===== src/rtl/snake_pkg.sv =====
// Shared types and constants for the snake game-step sequencer.
package snake_pkg;

    typedef enum logic [1:0] {
        UP    = 2'd0,
        DOWN  = 2'd1,
        LEFT  = 2'd2,
        RIGHT = 2'd3
    } dir_e;

    typedef struct packed {
        logic [3:0] x;
        logic [3:0] y;
    } coord_t;

    // {red, green} pixel colour
    typedef enum logic [1:0] {
        OFF = 2'b00,
        GRN = 2'b01,
        RED = 2'b10,
        YEL = 2'b11
    } color_e;

    localparam logic [3:0] INIT_HEAD_X = 4'd8;
    localparam logic [3:0] INIT_HEAD_Y = 4'd6;

    // Reverse heading: the encoding pairs UP/DOWN and LEFT/RIGHT in bit 0
    function automatic dir_e opposite(input dir_e d);
        return dir_e'(d ^ 2'b01);
    endfunction

endpackage


===== src/rtl/snake_body_fifo.sv =====
// Circular buffer of snake body cells. Head is the newest entry, tail the oldest.
// Reset preloads the initial body: head (8,6), then (9,6), tail (10,6).
module snake_body_fifo
    import snake_pkg::*;
#(
    parameter int MAX_LEN = 64
) (
    input  logic       clk,
    input  logic       reset,
    input  logic       i_push,
    input  logic [7:0] i_push_data,
    input  logic       i_pop,
    output logic [7:0] o_head,
    output logic [7:0] o_tail,
    output logic [8:0] o_count
);

    localparam int AW = $clog2(MAX_LEN);

    coord_t        r_mem [MAX_LEN];
    logic [AW-1:0] r_head_ptr;
    logic [AW-1:0] r_tail_ptr;
    logic [8:0]    r_count;
    logic [AW-1:0] w_head_nxt;

    assign w_head_nxt = r_head_ptr + AW'(1);

    // Body storage: preload the three starting cells, then write pushes at the new head slot
    always_ff @(posedge clk) begin
        // NOTE: only the live slots are reset; the rest are never read before being written,
        // so leaving them unreset keeps this a plain register file.
        if (reset) begin
            r_mem[0] <= '{x: INIT_HEAD_X + 4'd2, y: INIT_HEAD_Y};
            r_mem[1] <= '{x: INIT_HEAD_X + 4'd1, y: INIT_HEAD_Y};
            r_mem[2] <= '{x: INIT_HEAD_X,        y: INIT_HEAD_Y};
        end else if (i_push) begin
            r_mem[w_head_nxt] <= i_push_data;
        end
    end

    // Pointer and occupancy-count bookkeeping
    always_ff @(posedge clk) begin
        // NOTE: sequential state uses non-blocking assignments so every register samples
        // pre-edge values regardless of statement order.
        if (reset) begin
            r_head_ptr <= AW'(2);
            r_tail_ptr <= '0;
            r_count    <= 9'd3;
        end else begin
            if (i_push) r_head_ptr <= w_head_nxt;
            if (i_pop)  r_tail_ptr <= r_tail_ptr + AW'(1);
            case ({i_push, i_pop})
                2'b10:   r_count <= r_count + 9'd1;
                2'b01:   r_count <= r_count - 9'd1;
                default: ;
            endcase
        end
    end

    assign o_head  = r_mem[r_head_ptr];
    assign o_tail  = r_mem[r_tail_ptr];
    assign o_count = r_count;

endmodule


===== src/rtl/snake_game_ctrl.sv =====
// Snake game-step sequencer for a 16x16 red/green LED playfield.
// Per tick: apply latched direction, test wall/self collision and apple capture,
// then issue head / body / tail-erase draw commands over a valid/ready handshake.
// Build option: define SNAKE_WRAP_EN to wrap moves across edges instead of ending the game.
module snake_game_ctrl
    import snake_pkg::*;
#(
    parameter int MAX_LEN  = 64,
    parameter int INIT_LEN = 3
) (
    input  logic       clk,
    input  logic       reset,
    input  logic       tick,
    input  logic       dir_valid,
    input  logic [1:0] dir,
    input  logic [3:0] apple_x,
    input  logic [3:0] apple_y,
    output logic       draw_valid,
    input  logic       draw_ready,
    output logic [3:0] draw_x,
    output logic [3:0] draw_y,
    output logic [1:0] draw_color,
    output logic [3:0] head_x,
    output logic [3:0] head_y,
    output logic [8:0] length,
    output logic [7:0] score,
    output logic       apple_eaten,
    output logic       busy,
    output logic       game_over
);

    typedef enum logic [2:0] {
        S_INIT, S_IDLE, S_STEP, S_DRAW_HEAD, S_DRAW_BODY, S_ERASE_TAIL, S_OVER
    } state_e;

    state_e       r_state;
    dir_e         r_cur_dir;
    dir_e         r_pending_dir;
    logic [255:0] r_occ;
    coord_t       r_nxt;
    coord_t       r_old_head;
    logic         r_grow;
    logic [8:0]   r_length;
    logic [7:0]   r_score;
    logic         r_game_over;
    logic         r_draw_valid;
    coord_t       r_draw_pos;
    color_e       r_draw_color;
    logic [1:0]   r_init_idx;

    coord_t       w_head;
    coord_t       w_tail;
    coord_t       w_nxt;
    logic [8:0]   w_count;
    logic         w_wall;
    logic         w_apple_hit;
    logic         w_grow;
    logic         w_hit;
    logic         w_push;
    logic         w_pop;
    logic         w_accept;

    snake_body_fifo #(.MAX_LEN(MAX_LEN)) u_body (
        .clk         (clk),
        .reset       (reset),
        .i_push      (w_push),
        .i_push_data (w_nxt),
        .i_pop       (w_pop),
        .o_head      (w_head),
        .o_tail      (w_tail),
        .o_count     (w_count)
    );

    // Candidate head one cell along the pending direction (4-bit arithmetic wraps mod 16)
    always_comb begin
        // NOTE: defaulting every output first guarantees no latch on an uncovered path.
        w_nxt = w_head;
        case (r_pending_dir)
            UP:      w_nxt.y = w_head.y - 4'd1;
            DOWN:    w_nxt.y = w_head.y + 4'd1;
            LEFT:    w_nxt.x = w_head.x - 4'd1;
            RIGHT:   w_nxt.x = w_head.x + 4'd1;
            default: ;
        endcase
    end

`ifdef SNAKE_WRAP_EN
    assign w_wall = 1'b0;
`else
    // Stepping off any edge is a wall hit
    always_comb begin
        w_wall = 1'b0;
        case (r_pending_dir)
            UP:      w_wall = (w_head.y == 4'd0);
            DOWN:    w_wall = (w_head.y == 4'd15);
            LEFT:    w_wall = (w_head.x == 4'd0);
            RIGHT:   w_wall = (w_head.x == 4'd15);
            default: ;
        endcase
    end
`endif

    // Moving into the tail cell is legal when the tail vacates this step (no growth)
    assign w_apple_hit = (w_nxt.x == apple_x) && (w_nxt.y == apple_y);
    assign w_grow      = w_apple_hit && (w_count < 9'(MAX_LEN));
    assign w_hit       = w_wall || (r_occ[{w_nxt.y, w_nxt.x}] && !((w_nxt == w_tail) && !w_grow));
    assign w_accept    = r_draw_valid && draw_ready;
    assign w_push      = (r_state == S_STEP) && !w_hit;
    assign w_pop       = (r_state == S_ERASE_TAIL) && w_accept;

    // Direction latch: last request wins, a reversal of the current heading is dropped
    always_ff @(posedge clk) begin
        if (reset) begin
            r_pending_dir <= LEFT;
        end else if (dir_valid && (r_state != S_OVER) && (dir_e'(dir) != opposite(r_cur_dir))) begin
            r_pending_dir <= dir_e'(dir);
        end
    end

    // Game-step FSM with occupancy map, score/length and the registered draw command
    always_ff @(posedge clk) begin
        if (reset) begin
            r_state      <= S_INIT;
            r_cur_dir    <= LEFT;
            r_occ        <= '0;
            r_occ[{INIT_HEAD_Y, INIT_HEAD_X}]          <= 1'b1;
            r_occ[{INIT_HEAD_Y, INIT_HEAD_X + 4'd1}]   <= 1'b1;
            r_occ[{INIT_HEAD_Y, INIT_HEAD_X + 4'd2}]   <= 1'b1;
            r_nxt        <= '0;
            r_old_head   <= '0;
            r_grow       <= 1'b0;
            r_length     <= 9'(INIT_LEN);
            r_score      <= '0;
            r_game_over  <= 1'b0;
            r_draw_valid <= 1'b0;
            r_draw_pos   <= '0;
            r_draw_color <= OFF;
            r_init_idx   <= '0;
        end else begin
            case (r_state)
                S_INIT: begin
                    if (!r_draw_valid || draw_ready) begin
                        if (r_init_idx == 2'(INIT_LEN)) begin
                            r_draw_valid <= 1'b0;
                            r_state      <= S_IDLE;
                        end else begin
                            r_draw_valid <= 1'b1;
                            r_draw_pos   <= '{x: INIT_HEAD_X + {2'b00, r_init_idx}, y: INIT_HEAD_Y};
                            r_draw_color <= (r_init_idx == 2'd0) ? GRN : YEL;
                            r_init_idx   <= r_init_idx + 2'd1;
                        end
                    end
                end
                S_IDLE: begin
                    if (tick) r_state <= S_STEP;
                end
                S_STEP: begin
                    r_cur_dir <= r_pending_dir;
                    if (w_hit) begin
                        r_game_over <= 1'b1;
                        r_state     <= S_OVER;
                    end else begin
                        r_occ[{w_nxt.y, w_nxt.x}] <= 1'b1;
                        r_nxt        <= w_nxt;
                        r_old_head   <= w_head;
                        r_grow       <= w_grow;
                        if (w_apple_hit && (r_score != 8'hFF)) r_score <= r_score + 8'd1;
                        if (w_grow) r_length <= r_length + 9'd1;
                        r_draw_valid <= 1'b1;
                        r_draw_pos   <= w_nxt;
                        r_draw_color <= GRN;
                        r_state      <= S_DRAW_HEAD;
                    end
                end
                S_DRAW_HEAD: begin
                    if (w_accept) begin
                        r_draw_pos   <= r_old_head;
                        r_draw_color <= YEL;
                        r_state      <= S_DRAW_BODY;
                    end
                end
                S_DRAW_BODY: begin
                    if (w_accept) begin
                        if (r_grow) begin
                            r_draw_valid <= 1'b0;
                            r_state      <= S_IDLE;
                        end else begin
                            r_draw_pos   <= w_tail;
                            r_draw_color <= OFF;
                            r_state      <= S_ERASE_TAIL;
                        end
                    end
                end
                S_ERASE_TAIL: begin
                    if (w_accept) begin
                        // The new head may sit on the vacated tail cell; keep it occupied then
                        if (w_tail != r_nxt) r_occ[{w_tail.y, w_tail.x}] <= 1'b0;
                        r_draw_valid <= 1'b0;
                        r_state      <= S_IDLE;
                    end
                end
                S_OVER: ;
                default: r_state <= S_INIT;
            endcase
        end
    end

    assign draw_valid  = r_draw_valid;
    assign draw_x      = r_draw_pos.x;
    assign draw_y      = r_draw_pos.y;
    assign draw_color  = r_draw_color;
    assign head_x      = w_head.x;
    assign head_y      = w_head.y;
    assign length      = r_length;
    assign score       = r_score;
    assign apple_eaten = (r_state == S_STEP) && !w_hit && w_apple_hit;
    assign busy        = (r_state != S_IDLE);
    assign game_over   = r_game_over;

endmodule


===== config.mk =====
export PLATFORM = sky130hd
export DESIGN_NAME = snake_game_ctrl
export DESIGN_NICKNAME = d
export VERILOG_FILES = /design/src/rtl/snake_pkg.sv /design/src/rtl/snake_body_fifo.sv /design/src/rtl/snake_game_ctrl.sv
export SDC_FILE = /design/constraint.sdc
export NUM_CORES = 2
export LEC_CHECK = 0
export CAP_MARGIN = 20
export CORE_ASPECT_RATIO = 1.1
export CORE_MARGIN = 1.5
export CORE_UTILIZATION = 55
export CTS_CLUSTER_SIZE = 24
export DETAILED_ROUTE_END_ITERATION = 8
export HOLD_SLACK_MARGIN = 0.06
export PLACE_DENSITY_LB_ADDON = 0.25
export SYNTH_ARGS = -nofsm -noshare
export SYNTH_HDL_FRONTEND = slang
export SYNTH_SLANG_ARGS = --single-unit

===== constraint.sdc =====
create_clock -name clk -period 9.72 [get_ports clk]
set_input_delay 1.944 -clock clk [delete_from_list [all_inputs] [get_ports clk]]
set_output_delay 1.944 -clock clk [all_outputs]
set_load 0.1 [all_outputs]

==> out/qor.yml <==
placement:
  hpwl_um: 99900
  gp_congestion: 0.990
  dp_slack_ns: 0.602
  postPlaceCellArea_sq_um: 45200
  portBuffers: 53
clocking:
  clockRootBuffer: "clkbuf_16"
  clk_latency_ns: 0.69
  cts_hold_buf: 0
  tritoncts: "yes"
  clk_pin_slew_ns: 0.06
  cts.sinks: 856
  cts_max_path_buffers: 3
  cts-buffers-inserted: 89
  htreeDepth: 3
logic_synthesis:
  netlist_instances: 3481
  ys.flop_type: "edfxtp_1"
  synthArstFlopShare_pct: 0
  synth_edf_count: 512
  avgSynthCellArea_sq_um: 12.3
  yosysSeqAreaShare_pct: 51.9
  synth.net_count: 3511
  synth-warning-count: 0
  syn-cell-area_sq_um: 42900
  synth_seq_cells: 856
  synthDistinctLibCells: 94
sta:
  setup_viol: 0
  skew_ns: 0.0308
  clock.fmax_mhz: 104
  rsz0062_at_grt: "no"
  relSlewSlack_pct: 11.4
  fin_tns_setup_ns: 0
  post-route-period-util_pct: 98.8
  worst_hold_slack_ns: 0.470
  worst_pin_slew_ns: 1.33
  worst_slack_ns: 0.121
  slew_violations: 0
  hold_viol: 0
  period_minus_slack_ns: 9.60
job:
  drv_cap: 0
critical_path:
  crit_arrival_ns: 7.65
  r2r_cells: 34
  critPathMaxFanout: 25
  worst_r2r_endpoint: "u_body.o_count[8]"
  cp.required_ns: 7.78
  end_kind: "primary output"
  start_kind: "register"
  critPathKind: "reg2out"
  r2r_slack_ns: 0.44
worst_hold_path:
  hold_path_end: "draw_color[1]"
  hold_path.class: "reg2reg"
  hold_depth: 2
  hp-start: "draw_color[1]"
finish:
  final_common_cell: "edfxtp_1"
  drive_gt1_share_pct: 20.1
  layout_common_cells: "512 x edfxtp_1, 337 x dfxtp_1, 279 x nand2_1, 263 x mux4_2, 241 x o211ai_1"
  fin_area_sq_um: 48400
  fin_nets: 3532
  area_delta_synth_final_pct: 13.0
grt:
  grt_max_degree: 119
  grt_pass1_vias: 33400
  grt_pass1_wl_um: 223000
  antenna_found_initial: 5
  gr-total-overflow: 0
  grt.total_usage_pct: 38.1
floorplan:
  start_util_pct: 55.5
  die_area_sq_um: 79600
  core-area_sq_um: 77200
  std_cell_rows: 107
  pin_count: 54
  fp.dieH_um: 296
  die_w_um: 269
routing:
  num_vias: 34100
  final_antenna_net_count: 0
  drcViolationCount: 0
  dr.pass1.iters: 9
  wl_per_cell_um: 33.5
  drt_iter0_drc: 4878
  vias_per_cell: 7.39
  finalWirelength_um: 154000
pwr:
  power_density_nw_per_um2: 315
  p_total_mw: 15.3
  peakVddDrop_uv: 294
  p_leak_nw: 15.1
status:
  outcome: "completed"
==> registers in the layout, indices dropped and copies added (netlist names), named ones only <==
register	count
r_nxt	8
r_old_head	8
r_state	3
r_cur_dir	2
r_init_idx	2
draw_x	4
draw_y	4
u_body.r_head_ptr	6
u_body.r_tail_ptr	6
length	9
draw_valid	1
u_body.o_count	9
r_grow	1
r_pending_dir	2
r_occ	256
draw_color	2
u_body.r_mem	512
score	8
game_over	1
==> worst max path at each step <==
stage / from / end / slack (ns)
2_1_floorplan: register / u_body.o_count[8] / 0.04
3_3_place_gp: register / u_body.o_count[8] / 0.57
3_5_place_dp: register / u_body.o_count[8] / 0.60
4_1_cts: register / apple_eaten / 0.15
5_1_grt: register / apple_eaten / 0.006
6_report: register / apple_eaten / 0.12
==> power by group <==
group	switching, mW	leakage (nW)	internal [mW]	total (mW)
clock network	1.54	1.52	2.13	3.67
registers	0.113	7.35	4.59	4.70
logic	5.20	6.18	1.70	6.90
==> cells in the mapped netlist (71+ instances only) <==
cell type | instances | area, sq um
a21oi_1 | 113 | 566
clkbuf_1 | 195 | 732
dfxtp_1 | 344 | 6890
edfxtp_1 | 512 | 15400
mux2i_1 | 205 | 2050
mux4_2 | 263 | 5920
nand2_1 | 279 | 1050
nand3_1 | 71 | 355
nor2_1 | 103 | 387
nor3_1 | 71 | 355
o211ai_1 | 241 | 1810
o21ai_0 | 227 | 1140
o31ai_1 | 78 | 586
==> kinds of logic (layout without fill, tap and decap cells) <==
group	after synthesis	after routing	synth area share, %
buffers and inverters	362	458	3.74
adder cells (fa/ha/maj)	15	15	0.473
AO/OA/AOI/OAI	970	970	15.3
AND/OR/NAND/NOR	734	734	8.30
XOR/XNOR	53	53	1.10
flip-flops	856	856	51.9
other	0	3	0
multiplexers	491	491	19.2
==> area by class of cell <==
cell class	count	area (sq um)
fillers	5847	28800
repair buffers	250	2250
diodes	3	7.51
inverters	42	168
flip-flops and latches	856	22300
clock inverters	52	707
multi-input cells	2263	19300
well taps	1035	1290
clock buffers	114	2420
==> routing by layer <==
layer | global-route usage [%] | vias to the layer above | wire (um)
met5 | 0 | - | 7
met4 | 28.9 | 2 | 13100
met3 | 8.82 | 692 | 17000
met2 | 60.2 | 2613 | 71300
met1 | 45.8 | 16900 | 53000
li1 | - | 13900 | -
==> timing repair <==
item / in CTS / in global routing
setup endpoints to repair: 0 / 2
gates resized for setup: 0 / 2
buffers inserted: 0 / 2
==> per-stage QoR <==
stage | utilization [%] | instances
after CTS | 62.5 | 4605
after floorplan | - | 3481
after global placement | 58.3 | 4433
after detailed placement | 58.5 | 4439
final | 62.7 | 4615
after global routing | 62.7 | 4612
==> worst max-delay path, stage by stage (launching register included) <==
cell and delay (ns):
dfxtp_4 0.65, buf_4 0.41, mux4_2 0.56, mux2i_1 0.55, nor3_1 0.14, nor4_1 0.47, a21oi_2 0.14, ha_1 0.39
xnor2_1 0.17, nand2_1 0.16, o311a_2 0.24, inv_2 0.39, buf_4 0.30, buf_4 0.26, a221oi_1 0.09, o211ai_1 0.21
o31a_1 0.40, o2111ai_1 0.19, and4bb_2 0.41, a21boi_4 0.08, nor2_2 0.13, inv_2 0.07, nor2_1 0.28, buf_12 0.22
Power figures use the tool's default switching activity.
